**config.mk**
```make
export PLATFORM = sky130hd
export DESIGN_NAME = running_average_flat
export DESIGN_NICKNAME = d
export VERILOG_FILES = /design/src/rtl/running_average_if.sv /design/src/rtl/running_average.sv /design/src/flat_wrapper.sv
export SDC_FILE = /design/constraint.sdc
export NUM_CORES = 1
export LEC_CHECK = 0
export ABC_CLOCK_PERIOD_IN_PS = 5100
export BUFFER_PORTS_ARGS = -buffer_cell sky130_fd_sc_hd__buf_2
export CAP_MARGIN = 20
export CORE_UTILIZATION = 50
export DETAILED_ROUTE_END_ITERATION = 7
export GPL_ROUTABILITY_DRIVEN = 0
export HOLD_SLACK_MARGIN = 0.06
export PLACE_DENSITY = 0.71
export SLEW_MARGIN = 20
export SYNTH_ARGS = -nofsm -noshare
export SYNTH_HDL_FRONTEND = slang
export SYNTH_SLANG_ARGS = --single-unit
```
**constraint.sdc**
```tcl
create_clock -name clk -period 5.1 [get_ports clk]
set_clock_uncertainty 0.2 [all_clocks]
set_input_delay 0.51 -clock clk [delete_from_list [all_inputs] [get_ports clk]]
set_output_delay 0.51 -clock clk [all_outputs]
set_load 0.01 [all_outputs]
```
**src/rtl/running_average_if.sv**
```systemverilog
// Sample-stream bundle for running_average: strobe/sample/leaving-sample from upstream,
// window average and fill status back.
interface running_average_if #(
  parameter int data_width = 8,
  parameter int LOG2N      = 12
);
  logic                  read;
  logic [data_width-1:0] data_in;
  logic [data_width-1:0] oldest;
  logic                  clear;
  logic [data_width-1:0] avg_out;
  logic                  valid;
  logic [LOG2N:0]        fill_count;

  modport master (
    output read, data_in, oldest, clear,
    input  avg_out, valid, fill_count
  );

  modport slave (
    input  read, data_in, oldest, clear,
    output avg_out, valid, fill_count
  );
endinterface

```
**src/rtl/running_average.sv**
```systemverilog
// Boxcar average over the last N samples, kept as a running sum that adds the incoming
// sample and subtracts the one leaving the upstream buffer.
module running_average #(
  parameter int data_width = 8,
  parameter int N          = 4096,
  parameter int LOG2N      = 12
) (
  input  logic             clk,
  input  logic             reset,
  running_average_if.slave bus
);
  localparam int             SUM_W    = data_width + LOG2N;
  localparam logic [LOG2N:0] FULL_CNT = (LOG2N + 1)'(N);
  localparam logic [0:0]     FILL     = 1'b0;
  localparam logic [0:0]     RUN      = 1'b1;

  // Divide by the window length; the sum never exceeds N*(2^data_width-1), so the
  // quotient always fits in data_width bits.
  function automatic logic [data_width-1:0] window_avg(input logic [SUM_W-1:0] s);
    return data_width'(s >> LOG2N);
  endfunction

  logic [0:0]            state_p0;
  logic [0:0]            state_nxt;
  logic [SUM_W-1:0]      sum_p0;
  logic [SUM_W-1:0]      sum_nxt;
  logic [SUM_W-1:0]      leaving;
  logic [LOG2N:0]        fill_p0;
  logic [LOG2N:0]        fill_nxt;
  logic [data_width-1:0] avg_p1;
  logic                  vld_p1;

  // Stage 0: next sum and fill state. While filling, the upstream buffer still holds
  // stale samples from before reset/clear, so the leaving sample is masked.
  always_comb begin
    leaving   = (state_p0 == RUN) ? SUM_W'(bus.oldest) : '0;
    sum_nxt   = sum_p0 + SUM_W'(bus.data_in) - leaving;
    fill_nxt  = fill_p0;
    state_nxt = state_p0;
    if (state_p0 == FILL) begin
      fill_nxt = fill_p0 + (LOG2N + 1)'(1);
      if (fill_nxt == FULL_CNT) begin
        state_nxt = RUN;
      end
    end
  end

  // Stage 1: registered sum, fill count, state and average.
  always_ff @(posedge clk or negedge reset) begin
    if (!reset) begin
      state_p0 <= FILL;
      sum_p0   <= '0;
      fill_p0  <= '0;
      avg_p1   <= '0;
    end else if (bus.clear) begin
      state_p0 <= FILL;
      sum_p0   <= '0;
      fill_p0  <= '0;
      avg_p1   <= '0;
    end else if (bus.read) begin
      state_p0 <= state_nxt;
      sum_p0   <= sum_nxt;
      fill_p0  <= fill_nxt;
      avg_p1   <= window_avg(sum_nxt);
    end
  end

  assign vld_p1         = (state_p0 == RUN);
  assign bus.avg_out    = avg_p1;
  assign bus.valid      = vld_p1;
  assign bus.fill_count = fill_p0;
endmodule

```
**src/flat_wrapper.sv**
```systemverilog
// flat-port wrapper written by rule: the top's interface ports become plain ports
module running_average_flat 
#(
  parameter int data_width = 8,
  parameter int N          = 4096,
  parameter int LOG2N      = 12
)
  (clk, reset, bus_read, bus_data_in, bus_oldest, bus_clear, bus_avg_out, bus_valid, bus_fill_count);
  running_average_if #(.data_width(data_width), .LOG2N(LOG2N)) bus_i ();
  input  logic clk;
  input  logic reset;
  input wire logic [$bits(bus_i.read)-1:0] bus_read;
  input wire logic [$bits(bus_i.data_in)-1:0] bus_data_in;
  input wire logic [$bits(bus_i.oldest)-1:0] bus_oldest;
  input wire logic [$bits(bus_i.clear)-1:0] bus_clear;
  output wire logic [$bits(bus_i.avg_out)-1:0] bus_avg_out;
  output wire logic [$bits(bus_i.valid)-1:0] bus_valid;
  output wire logic [$bits(bus_i.fill_count)-1:0] bus_fill_count;
  assign bus_i.read = bus_read;
  assign bus_i.data_in = bus_data_in;
  assign bus_i.oldest = bus_oldest;
  assign bus_i.clear = bus_clear;
  assign bus_avg_out = bus_i.avg_out;
  assign bus_valid = bus_i.valid;
  assign bus_fill_count = bus_i.fill_count;
  running_average #(.data_width(data_width), .N(N), .LOG2N(LOG2N)) u_core (.clk(clk), .reset(reset), .bus(bus_i));
endmodule
```
Word-level counts from Yosys, hierarchy flattened
Cells that the tools add are included.
Widths: inputs -> output; s select.
- bits in registers: 42
- bits of input ports: 20
- output and inout port bits: 22
- logic and storage cells: 23
- add/sub/neg operators: 3
- eq/ne operators: 2
- multiplexer cells: 12
- reductions and logical operators: 2
- operators by type and width (kind ; count):
    $mux 20 ; 2
    $mux 13 ; 3
    $mux 8 ; 3
    $add 20x8->20 ; 1
    $sub 20x20->20 ; 1
    $add 13x1->13 const B ; 1
    $eq 13x13->1 const B ; 1
    $mux 1 ; 4
    $ne 2x2->1 const B ; 1
    $reduce_and 2->1 ; 1
    $reduce_bool 2->1 ; 1

Logic depth before layout (Yosys ltp)
- word-level depth: 6
- gate-level depth with buffers: 13

Least setup slack after synthesis
No wires, ideal clock.
- kind: input to register
- start point: input port bus_oldest[6]
- end point: register u_core.avg_p1[7], in the netlist u_core.bus.avg_out[7]
- setup time: 125 ps
- arrival time: 2895 ps
- required time: 4775 ps
- slack: 1880 ps
- stages on the path: 10
- cells stage by stage: and2_1 -> fa_1 -> inv_1 -> ha_1 -> a21o_1 -> a211o_1 -> o21ai_1 -> nand2_1 -> a41o_1 -> mux2_4
- cells in the longest elaborated chain, start to end: 4
- ends and longest elaborated chain (element ; line ; source):
    start: declaration ; flat_wrapper.sv:14 ; input wire logic [$bits(bus_i.oldest)-1:0] bus_oldest;
    $mux 8 ; running_average.sv:36 ; leaving = (state_p0 == RUN) ? SUM_W'(bus.oldest) : '0;
    $sub 20x20->20 ; running_average.sv:37 ; sum_nxt = sum_p0 + SUM_W'(bus.data_in) - leaving;
    $mux 8 ; running_average.sv:60 ; end else if (bus.read) begin
    $mux 8 ; running_average.sv:55 ; end else if (bus.clear) begin
    end signal: assignment ; running_average.sv:64 ; avg_p1 <= window_avg(sum_nxt);
    end: declaration ; running_average.sv:30 ; logic [data_width-1:0] avg_p1;
Every way passes these cells. The select of a mux whose other input is x is not followed.
A chain may end at the register's enable or synchronous reset.

Final worst setup path
- start point: register u_core.state_p0, in the netlist u_core.bus.valid
- end point: register u_core.avg_p1[6], in the netlist u_core.bus.avg_out[6]
- cells in the longest elaborated chain, start to end: 4
- ends and longest elaborated chain (element ; line ; source):
    start: declaration ; running_average.sv:23 ; logic [0:0] state_p0;
    start signal: assignment ; running_average.sv:61 ; state_p0 <= state_nxt;
    $mux 8 ; running_average.sv:36 ;
    $sub 20x20->20 ; running_average.sv:37 ;
    $mux 8 ; running_average.sv:60 ;
    $mux 8 ; running_average.sv:55 ;
Every way passes these cells. The select of a mux whose other input is x is not followed.

==> flow_summary.yaml <==
sta:
  drv_slew: 0
  period_needed_ns: 3.55
  finalHoldViolCount: 0
  whs_ns: 0.0754
  setup_violations: 0
  rsz0062_at_grt: "false"
  relSlewSlack_pct: 48.5
  clock.fmax_mhz: 282
  fin_crit_sh_pct: 69.6
  tightestPinTransition_ns: 0.773
  finalSetupTns_ns: 0
place:
  place_hpwl_um: 4500
  io_buffer_count: 41
  dp_cells: 449
logic_synthesis:
  ys_seq_area_share_pct: 28.8
  synthCells: 356
  syn_nets: 405
  async_reset_ff_share_pct: 100
  synth_cell_type_count: 51
  synth_area_um2: 2960
  ys.warnings.count: 0
  yosys_register_bits: 34
  synth_xor_area_share_pct: 7.41
  synthMuxAreaShare_pct: 4.15
  synthSimpleGateAreaFrac_pct: 19.5
  synth_top_family_by_area: "simple AND/OR/NAND/NOR gates"
  syn_area_per_cell_um2: 8.30
  synth-compound-area-share_pct: 16.0
  yosys_most_used_dff: "dfrtp_1"
  synthAdderAreaFrac_pct: 14.3
  synth_edf_count: 0
cells_and_area:
  area_delta_synth_final_pct: 8.93
  nets: 433
  drive_gt1_share_pct: 14.8
  layout_common_cells: "inv_1, buf_2, nor2_1, dfrtp_1, nand2_1"
  multi_input_area_um2: 1810
  num_antenna_cells: 0
  regArea_um2: 851
  instances_no_fill: 457
  fillerInstances: 523
  final_common_cell: "inv_1"
global_routing:
  grt_pass1_wl_um: 10600
  grt_pass1_vias: 2357
  antenna_found_initial: 0
  grt_usage_pct: 21.8
  grt_max_degree: 39
  overflow: 0
die:
  die_w_um: 78.9
  core_area_um2: 5610
  die_y_um: 78.9
  io_pins: 42
  start_util_pct: 52.7
  fp.dieArea_um2: 6220
  rows: 27
clock_network:
  clock_path_buffers: 2
  cts-hold-fix-buffers: 0
  cts_tree: "yes"
  cts_buffers: 5
  cts_post_setup_buffers_inserted: 0
  htree_levels: 2
  post_cts_resized: 0
  cts_root_buf: "clkbuf_8"
  clk_latency_ns: 0.29
  cts_sinks: 34
  cts.clk_slew.worst_paths_ns: 0.08
pwr:
  peakVddDrop_mv: 0.231
  power.share.sequential_pct: 22.0
  p_clk_share_pct: 12.7
  power_density_nw_per_um2: 520
  p_leak_nw: 1.60
  p_sw_share_pct: 44.5
  p_comb_share_pct: 65.3
  intPower_mw: 0.930
  switchingPower_mw: 0.744
worst_setup_path:
  setup.worst_path.start: "u_core.bus.valid"
  critPathArrivalTime_ns: 3.48
  crit_path_end_kind: "register"
  critPathKind: "reg2reg"
  startpoint_type: "register"
  worstReg2RegStart: "u_core.bus.valid"
  crit_fanout: 11
  critPathRequiredTime_ns: 5.04
drt:
  wl_um: 6160
  wl_met2_um: 2950
  via_per_inst: 5.37
  drt_iter0_markers: 81
  highest_layer: "met4"
  drt_pass1_iterations: 4
  vias: 2453
  wl_met1_um: 2970
  met3WireLength_um: 176
  wl_per_cell_um: 13.5
  drc: 0
  ant_nets: 0
hold_path:
  min_path_type: "in2async"
job:
  cap_violations: 0
status:
  status: "completed"
stage by stage:
step	setup slack (ns)	power [mW]	utilization [%]	instance area [µm²]
floorplan	1.88	1.29	-	2960
global placement	1.59	1.43	55.8	3130
detailed placement	1.53	1.46	55.8	3130
CTS	1.56	1.68	57.4	3220
global route	1.33	1.84	57.4	3220
finish	1.55	1.67	57.4	3220
cells in the mapped netlist, drive strengths merged (2+ instances only):
library cell | instances | area share (%)
a31oi | 2 | 0.42
xor2 | 12 | 3.6
and3 | 2 | 0.42
a211oi | 6 | 1.5
and2 | 8 | 1.7
mux2i | 7 | 2.4
mux2 | 4 | 1.8
ha | 21 | 8.9
nand2b | 5 | 1.1
nor2b | 6 | 1.3
nand2 | 24 | 3.0
nor2 | 39 | 5.0
o22ai | 5 | 1.1
clkbuf | 6 | 0.89
o21a | 3 | 0.76
nand3 | 9 | 1.5
or3 | 4 | 0.85
nand4 | 6 | 1.5
nor3 | 8 | 1.5
xnor2 | 13 | 3.9
a21o | 6 | 1.5
o21ai | 15 | 2.5
o31ai | 2 | 0.51
a21oi | 23 | 4.0
fa | 8 | 5.4
nor4 | 3 | 0.64
nand3b | 2 | 0.51
dfrtp | 34 | 29
inv | 45 | 5.7
o21bai | 2 | 0.51
buf | 14 | 3.3
metal layers:
layer	global-route usage, %	vias to the layer above
met5	0	-
met4	6.73	0
met3	4.25	8
met2	37.8	39
met1	27.3	1149
li1	-	1257
cells by family (layout without fill, tap and decap cells):
| logic type | count (synthesis) | count (layout) |
|---|---|---|
| simple gates | 118 | 118 |
| compound gates | 74 | 74 |
| buf+inv | 65 | 94 |
| flops | 34 | 34 |
| fa+ha+maj | 29 | 29 |
| xor+xnor | 25 | 25 |
| mux | 11 | 11 |
path summary, 6_finish.rpt:
kind | end | slack, ns | cells past startpoint
worst max register to register | u_core.bus.avg_out[6] | 1.55 | 11
worst max-delay path | u_core.bus.avg_out[6] | 1.55 | 11
worst min register to register | u_core.sum_p0[6] | 0.32 | 2
max in group asynchronous | u_core.sum_p0[10] | 4.11 | 1
min in group clk | u_core.sum_p0[6] | 0.32 | 2
worst min-delay path | u_core.bus.avg_out[4] | 0.08 | 1
power by group through the flow:
stage	sequential, mW	combinational (mW)	clock (mW)
2_1_floorplan	0.363	0.927	0
3_3_place_gp	0.371	1.06	0
3_5_place_dp	0.373	1.08	0
4_1_cts	0.368	1.09	0.219
5_1_grt	0.377	1.23	0.231
6_report	0.368	1.09	0.213
layout make-up:
cell class / count / area share, %
multi-input combinational: 257 / 56.3
sequential: 34 / 26.4
timing repair buffer: 41 / 6.37
inverter: 45 / 5.25
tap: 72 / 2.80
clock buffer: 7 / 2.68
clock inverter: 1 / 0.155
flip-flops by register name, indices dropped and copies added, names as in the netlist:
name and count:
u_core.bus.avg_out 8, u_core.bus.fill_count 13, u_core.bus.valid 1, u_core.sum_p0 12
critical path, stage by stage (launching register included):
cell and delay (ns):
dfrtp_1 0.50, and2_1 0.21, fa_1 0.48, inv_1 0.04
ha_1 0.33, nor2b_1 0.16, o31a_1 0.26, or3_1 0.32
a21oi_1 0.35, o311ai_0 0.28, nand3_1 0.15, o221ai_1 0.11
Power figures use the tool's default switching activity.
